===== config.mk =====
export PLATFORM = sky130hd
export DESIGN_NAME = seven_seg_scan_decoder
export DESIGN_NICKNAME = d
export VERILOG_FILES = /design/src/rtl/seven_seg_scan_decoder.sv
export SDC_FILE = /design/constraint.sdc
export NUM_CORES = 1
export LEC_CHECK = 0
export CELL_PAD_IN_SITES_DETAIL_PLACEMENT = 2
export CELL_PAD_IN_SITES_GLOBAL_PLACEMENT = 2
export CORE_MARGIN = 1
export CORE_UTILIZATION = 30
export DETAILED_ROUTE_END_ITERATION = 6
export GPL_ROUTABILITY_DRIVEN = 0
export PLACE_DENSITY_LB_ADDON = 0.05
export SLEW_MARGIN = 5
export SYNTH_ARGS = -nofsm -noshare
export SYNTH_HDL_FRONTEND = slang
export SYNTH_SLANG_ARGS = --single-unit

===== constraint.sdc =====
create_clock -name clk -period 2.38 [get_ports clk]
set_input_delay 0.476 -clock clk [delete_from_list [all_inputs] [get_ports clk]]
set_output_delay 0.476 -clock clk [all_outputs]
set_load 0.02 [all_outputs]

===== src/rtl/seven_seg_scan_decoder.sv =====
`default_nettype none
// ============================================================================
// Module  : seven_seg_scan_decoder
// Purpose : Recovers hex nibbles from a multiplexed active-low 7-seg bus.
// Rev     : 1.0  initial release
// ============================================================================
module seven_seg_scan_decoder #(
  parameter int NUM_DIGITS    = 4,
  parameter int STABLE_CYCLES = 4
) (
  input  logic                    clk,
  input  logic                    rst_n,
  input  logic [0:6]              seg,
  input  logic [NUM_DIGITS-1:0]   an,
  output logic [4*NUM_DIGITS-1:0] value,
  output logic [NUM_DIGITS-1:0]   digit_valid,
  output logic                    frame_done,
  output logic                    glyph_err,
  output logic [NUM_DIGITS-1:0]   err_digit
);

  localparam int                  CNT_W   = $clog2(STABLE_CYCLES + 1);
  localparam logic [CNT_W-1:0]    CNT_MAX = CNT_W'(STABLE_CYCLES);
  localparam logic [CNT_W-1:0]    CNT_ONE = CNT_W'(1);
  localparam logic [NUM_DIGITS-1:0] DIG_ONE = NUM_DIGITS'(1);

  typedef enum logic [1:0] {
    IDLE   = 2'd0,
    SETTLE = 2'd1,
    HOLD   = 2'd2
  } state_t;

  state_t                  state_q, state_d;
  logic [0:6]              s_seg_q, s_seg_d;
  logic [NUM_DIGITS-1:0]   s_an_q, s_an_d;
  logic [CNT_W-1:0]        cnt_q, cnt_d;
  logic [4*NUM_DIGITS-1:0] value_q, value_d;
  logic [NUM_DIGITS-1:0]   digit_valid_q, digit_valid_d;
  logic                    frame_done_q, frame_done_d;
  logic                    glyph_err_q, glyph_err_d;
  logic [NUM_DIGITS-1:0]   err_digit_q, err_digit_d;

  logic                    chg;
  logic                    capture;
  logic [NUM_DIGITS-1:0]   sel;
  logic                    sel_onehot;
  logic [4:0]              dec;

  // Returns {legal, nibble}; only exact encoder glyphs are legal.
  function automatic logic [4:0] decode(input logic [0:6] p);
    case (p)
      7'b0000001: decode = 5'h10;
      7'b1001111: decode = 5'h11;
      7'b0010010: decode = 5'h12;
      7'b0000110: decode = 5'h13;
      7'b1001100: decode = 5'h14;
      7'b0100100: decode = 5'h15;
      7'b0100000: decode = 5'h16;
      7'b0001111: decode = 5'h17;
      7'b0000000: decode = 5'h18;
      7'b0000100: decode = 5'h19;
      7'b0001000: decode = 5'h1A;
      7'b1100000: decode = 5'h1B;
      7'b0110001: decode = 5'h1C;
      7'b1000010: decode = 5'h1D;
      7'b0110000: decode = 5'h1E;
      7'b0111000: decode = 5'h1F;
      default:    decode = 5'h00;
    endcase
  endfunction

  function automatic logic is_onehot(input logic [NUM_DIGITS-1:0] v);
    return (v != '0) && ((v & (v - DIG_ONE)) == '0);
  endfunction

  always_comb begin
    s_seg_d = seg;
    s_an_d  = an;
    // Change is seen on the edge the new pair is registered, so the
    // counter restarts at the same time the pattern enters the input stage.
    chg     = (s_seg_d != s_seg_q) || (s_an_d != s_an_q);
    if (chg)                 cnt_d = '0;
    else if (cnt_q == CNT_MAX) cnt_d = cnt_q;
    else                     cnt_d = cnt_q + CNT_ONE;

    sel        = ~s_an_q;
    sel_onehot = is_onehot(sel);
    dec        = decode(s_seg_q);

    state_d = state_q;
    capture = 1'b0;
    case (state_q)
      IDLE: begin
        if (sel_onehot) state_d = SETTLE;
      end
      SETTLE: begin
        if (!sel_onehot) begin
          state_d = IDLE;
        end else if (!chg && (cnt_d == CNT_MAX)) begin
          capture = 1'b1;
          state_d = HOLD;
        end
      end
      HOLD: begin
        if (chg) state_d = is_onehot(~s_an_d) ? SETTLE : IDLE;
      end
      default: state_d = IDLE;
    endcase

    frame_done_d  = &digit_valid_q;
    digit_valid_d = frame_done_d ? '0 : digit_valid_q;
    value_d       = value_q;
    glyph_err_d   = glyph_err_q;
    err_digit_d   = err_digit_q;
    if (capture) begin
      if (dec[4]) begin
        digit_valid_d = digit_valid_d | sel;
        for (int i = 0; i < NUM_DIGITS; i++) begin
          if (sel[i]) value_d[4*i +: 4] = dec[3:0];
        end
      end else begin
        glyph_err_d = 1'b1;
        err_digit_d = sel;
      end
    end
  end

  always_ff @(posedge clk or negedge rst_n) begin
    if (!rst_n) begin
      state_q       <= IDLE;
      s_seg_q       <= 7'h7F;
      s_an_q        <= '1;
      cnt_q         <= '0;
      value_q       <= '0;
      digit_valid_q <= '0;
      frame_done_q  <= 1'b0;
      glyph_err_q   <= 1'b0;
      err_digit_q   <= '0;
    end else begin
      state_q       <= state_d;
      s_seg_q       <= s_seg_d;
      s_an_q        <= s_an_d;
      cnt_q         <= cnt_d;
      value_q       <= value_d;
      digit_valid_q <= digit_valid_d;
      frame_done_q  <= frame_done_d;
      glyph_err_q   <= glyph_err_d;
      err_digit_q   <= err_digit_d;
    end
  end

  assign value       = value_q;
  assign digit_valid = digit_valid_q;
  assign frame_done  = frame_done_q;
  assign glyph_err   = glyph_err_q;
  assign err_digit   = err_digit_q;

endmodule
`default_nettype wire


# ---- After elaboration in Yosys (flattened, before gate mapping)
# Index checks and enable logic that the tools add are counted.
dict set report word_totals {
  register_bits 42
  input_bits 13
  out_inout_bits 26
  elab_cells 78
}
dict set report op_classes {
  addsub 3
  eq_ne 24
  muxes 15
  bitwise_logic 6
  n_reduce_logical 18
}
# cell n
set op_table {}
lappend op_table {{5-bit case mux with 16 select lines} 1}
lappend op_table {{7-bit by 6-bit equality test with 1-bit output (second input constant)} 5}
lappend op_table {{7-bit equality test (second input constant)} 4}
lappend op_table {{3-bit AND reduction} 5}
lappend op_table {{7-bit by 3-bit equality test with 1-bit output (second input constant)} 2}
lappend op_table {{7-bit by 4-bit equality test with 1-bit output (second input constant)} 2}
lappend op_table {{4-bit two-way mux} 3}
lappend op_table {{4-bit AND} 2}
lappend op_table {{4-bit logical NOT} 2}
lappend op_table {{2-bit two-way mux} 4}
lappend op_table {{4-bit inverter} 2}
lappend op_table {{4-bit nonzero test} 2}
lappend op_table {{4-bit by 1-bit subtractor with 4-bit output (second input constant)} 2}
lappend op_table {{7-bit by 1-bit equality test with 1-bit output (second input constant)} 1}
lappend op_table {{7-bit by 5-bit equality test with 1-bit output (second input constant)} 1}
lappend op_table {{7-bit logical NOT} 1}
lappend op_table {{7-bit inequality test} 1}
lappend op_table {{3-bit equality test (second input constant)} 2}
lappend op_table {{3-bit two-way mux} 2}
lappend op_table {{2-bit case mux with 3 select lines} 1}
lappend op_table {{1-bit two-way mux} 4}
lappend op_table {{2-bit inequality test (second input constant)} 2}
lappend op_table {{4-bit inequality test} 1}
lappend op_table {{4-bit OR} 1}
lappend op_table {{11 further kinds} 13}

# ---- Depth between registers and ports, before layout
dict set report depth {
  word_depth 9
  mapped_depth 8
  depth_no_buf 8
}

# ---- Least setup slack after synthesis
# No wires, ideal clock.
dict set report synth_timing {
  path_type {reg2reg}
  from {register cnt_q[0]}
  to {register value_q[0] (netlist: value[0])}
  setup_ns 0.125
  arrival_ns 2.365
  t_required_ns 2.255
  setup_slack_ns -0.110
  stages_incl_launch_ff 9
  path_buffers 0
  period_less_slack_ns 2.490
  path_cell_list {dfrtp_1 inv_1 ha_1 or3b_1 a311o_1 a211oi_4 o311ai_4 nor2_2 mux2_2}
}
dict set report synth_via {
  elab_chain_len 9
  elab_cells_between_ends 10
  classes_between {add/sub: 1; eq/ne: 2; mux: 5; reduce/logical: 2}
}
# item line_no
set synth_rtl {}
lappend synth_rtl {{from (decl)} 36} ;# logic [CNT_W-1:0] cnt_q, cnt_d;
lappend synth_rtl {{from (signal assigned)} 143} ;# cnt_q <= cnt_d;
lappend synth_rtl {{3-bit by 1-bit adder with 3-bit output / 3-bit equality test (equally long branches)} {84, 83}}
lappend synth_rtl {{3-bit two-way mux (*)} 83} ;# else if (cnt_q == CNT_MAX) cnt_d = cnt_q;
lappend synth_rtl {{3-bit two-way mux (*)} 82} ;# if (chg) cnt_d = '0;
lappend synth_rtl {{3-bit equality test (*)} 99} ;# end else if (!chg && (cnt_d == CNT_MAX)) begin
lappend synth_rtl {{1-bit logical AND (*)} 99}
lappend synth_rtl {{1-bit two-way mux (*)} 99}
lappend synth_rtl {{1-bit two-way mux (*)} 97} ;# if (!sel_onehot) begin
lappend synth_rtl {{1-bit two-way mux (*)} 92} ;# case (state_q)
lappend synth_rtl {{3-bit AND reduction (no source line) (*)} n/a}
lappend synth_rtl {{to (signal assigned)} 144} ;# value_q <= value_d;
lappend synth_rtl {{to (decl)} 37} ;# logic [4*NUM_DIGITS-1:0] value_q, value_d;
# Every way passes the cells marked *; elsewhere a longest branch is shown, timed or not.
# A chain may end at the register's enable or synchronous reset.

# ---- Worst setup path after layout
dict set report layout_timing {
  from {input seg[3] (netlist bit)}
  to {register value_q[6] (netlist: value[6])}
}
dict set report layout_via {
  elab_chain_len 9
  elab_cells_between_ends 10
  classes_between {eq/ne: 2; mux: 4; reduce/logical: 4}
}
# item line_no
set layout_rtl {}
lappend layout_rtl {{from (decl)} 13} ;# input logic [0:6] seg,
lappend layout_rtl {{7-bit inequality test (*)} 81} ;# chg = (s_seg_d != s_seg_q) || (s_an_d != s_an_q);
lappend layout_rtl {{1-bit logical OR (*)} 81}
lappend layout_rtl {{3-bit two-way mux} 82}
lappend layout_rtl {{3-bit equality test} 99}
lappend layout_rtl {{1-bit logical AND (*)} 99}
lappend layout_rtl {{1-bit two-way mux (*)} 99}
lappend layout_rtl {{1-bit two-way mux (*)} 97}
lappend layout_rtl {{1-bit two-way mux (*)} 92}
lappend layout_rtl {{3-bit AND reduction (no source line) (*)} n/a}
# Marks and branches as above.

==> summary.txt <==
Synth top area share - 0.368
number of I/O pins - 39
port bufs - 38
highest clock rate - 391 MHz
routed wire length - 6.58 mm
Total Power - 0.00141 W
Syn Nets - 206
crit path max fanout - 5
Post-synth EDFFs - 0
most common cell in the synthesized netlist - dfrtp_1
Area Overhead vs Synth - 49.0%
crit path DAT - 2740 ps
top post-synthesis cells by count - dfrtp_1 (31), xor2_1 (13), mux2_2 (12)
Post-Layout Cell Count - 365
Mapped Cells - 191
Warnings, synthesis - 0
Initial DRC Count - 49
slowest CP cell - clkdlybuf4s50_1
Starting Density - 0.310
total track usage - 0.185
sequential share of the synthesized area - 0.505
RSZ-0062 raised after global routing - yes
Final WS setup - -175 ps
NumNets Final - 283
FF-to-FF setup slack - -120 ps
ys flop type - dfrtp_1
FF-to-FF End - value[6]
status - finished with violations
initial antenna violation count - 0
Slew headroom - 0.594
reg2reg start - cnt_q[0]
root cell of the clock tree - clkbuf_8
CTS Buf Count - 5
failing checks - negative setup slack
Final ANT Viol Nets - 0
Die Y - 85.8 µm
Initial DRT Pass Iterations - 4
Synth async-reset ratio - 1.00
Placement Rows - 30
die area - 7370 µm²
met3 Track Usage GR - 0.0289
CTS tree - done
final hold violations - 0
sinks on the clock net - 42
DP Worst Slack - -392 ps
total congestion overflow - 0
max-slew violation count - 0
worst-path cell chain - clkdlybuf4s50_1 -> xor2_1 -> nor4_1 -> buf_4 -> and4_1 -> o311ai_4 -> nor2_4 -> buf_12 -> mux2_4
period utilisation layout - 1.07
Post-DP Area - 2840 µm²
CP startpoint kind - primary input
Power per Cell Area - 449 nW/µm²
CTS max path bufs - 2
crit path launch - seg[3]
Worst Path Required - 2560 ps
VDD IR max - 0.193 mV
M1 GR Usage - 0.238
HP Class - in -> async
clk_lat worst skew - 300 ps
MaxCap Viol Count - 0
Unique masters post-synth - 46
vias per cell - 4.87
Die Wd - 85.8 µm
#FFs+latches synth - 42
syn_area_per_cell - 11.0 µm²
vias in the first global route - 1,962
WL per Instance - 18.0 µm
final setup vio count - 18
CP max stage delay - 430 ps
nature of the critical path endpoint - register
Worst-Margin Slew - 604 ps
dpl hpwl - 4.56 mm
maximum number of pins on one net before global-route repair - 26
H-tree levels - 2
Core Box Area - 6790 µm²
dominant cell type by area after synthesis - dfrtp_1
DRC violations left - 0
GR peak layer - met2
clock transition at the registers of the reported paths - 90 ps
ANT cells - 0
routed via count - 1,779
Fill cells - 677
share of layout cells above drive strength 1 - 0.327
DP Cell Count - 342
crit path time final - 2560 ps
LEAKAGE - 1.41 nW
critical path class - in -> reg
Worst Reg2Reg Path Length in Cells - 8
global-route wire length before repair - 10.5 mm
synthesized area - 2110 µm²
Design Area, Final - 3140 µm²
Max Clock Skew - 4.80 ps
M2 GR Usage - 0.327
top post-synthesis cells by area - dfrtp_1 (37%), dfstp_2 (14%), mux2_2 (6.4%), xor2_1 (5.4%), inv_1 (2.0%)
flip-flops by register name (all words and copies together) (netlist names):
| register | cells |
|---|---|
| cnt_q | 3 |
| digit_valid | 4 |
| err_digit | 4 |
| frame_done | 1 |
| glyph_err | 1 |
| s_an_q | 4 |
| s_seg_q | 7 |
| state_q | 2 |
| value | 16 |
repair_timing:
action,CTS,global route
hold endpoints to repair,0,0
buffers inserted,2,14
endpoints found under the setup margin,19,21
pin swaps,8,11
hold buffers,0,0
resized for setup,4,10
area by class of cell:
class / instances / area [µm²] / share of cell area
sequential: 42 / 1070 / 0.340
clock buffer: 6 / 72.6 / 0.0231
multi-input combinational: 126 / 1060 / 0.337
tap: 96 / 120 / 0.0382
timing repair buffer: 82 / 767 / 0.244
inverter: 11 / 41.3 / 0.0131
clock inverter: 2 / 13.8 / 0.00438
worst max-delay path, delay by kind of cell:
family | cells | cell delay [ps]
buf+inv | 3 | 740
mux | 1 | 290
simple gates | 3 | 860
xor+xnor | 1 | 160
compound gates | 1 | 200
through the flow:
| stage | hold slack, ps | TNS [ps] | util |
|---|---|---|---|
| finish | 184 | -2490 | 0.462 |
| floorplan | 180 | -486 | - |
| detailed placement | 460 | -7650 | 0.419 |
| global route | 225 | -4590 | 0.462 |
| global placement | 451 | -7200 | 0.419 |
| CTS | 211 | -2130 | 0.436 |
placed cells by master (no fill, tap or decap), drive strengths merged, types with 2 or more instances in the layout:
master         netlist  layout
nand3                4       4
dfstp               11      11
mux2                12      12
clkinv               0       2
o211ai               3       3
o21ai                7       7
nand2                6       6
nor2                11      11
a21oi                8       8
nor3b                3       3
nand2b               4       4
nor3                 4       4
mux2i                4       4
dfrtp               31      31
nor4                 4       4
buf                  2      45
clkdlybuf4s50        0      37
nor2b                2       2
ha                   2       2
o41ai                2       2
a21o                 4       4
and3                 3       3
inv                 11      11
o22a                 4       4
clkbuf              10       6
a211o                2       2
a211oi               2       2
xor2                13      13
nand3b               3       3
nand4                4       4
layer usage:
metal  vias up  routed length [µm]
met4         0                  54
met2        22                3450
met5         -                   0
met1       918                2930
li1        833                   -
met3         6                 145
logic make-up after synthesis:
| logic type | count (synthesis) | share of synthesized area |
|---|---|---|
| AO/OA/AOI/OAI | 39 | 0.142 |
| multiplexers | 16 | 0.0831 |
| AND/OR/NAND/NOR | 55 | 0.157 |
| flip-flops | 42 | 0.505 |
| buffers and inverters | 23 | 0.0421 |
| adder cells (fa/ha/maj) | 2 | 0.0119 |
| XOR/XNOR | 14 | 0.0582 |
worst max-delay path by stage:
stage	end	slack, ps	cells past startpoint
5_1_grt	value[5]	-240	8
3_5_place_dp	value[11]	-390	8
3_3_place_gp	value[10]	-380	8
4_1_cts	value[6]	-140	7
6_report	value[6]	-180	9
2_1_floorplan	value[0]	-40	7
report_power, final:
group,switching [W],total (W),internal (W)
logic,0.0000939,0.000179,0.0000847
registers,0.0000190,0.000752,0.000733
clock network,0.000272,0.000479,0.000208
total,0.000384,0.00141,0.00103
Power figures use the tool's default switching activity.
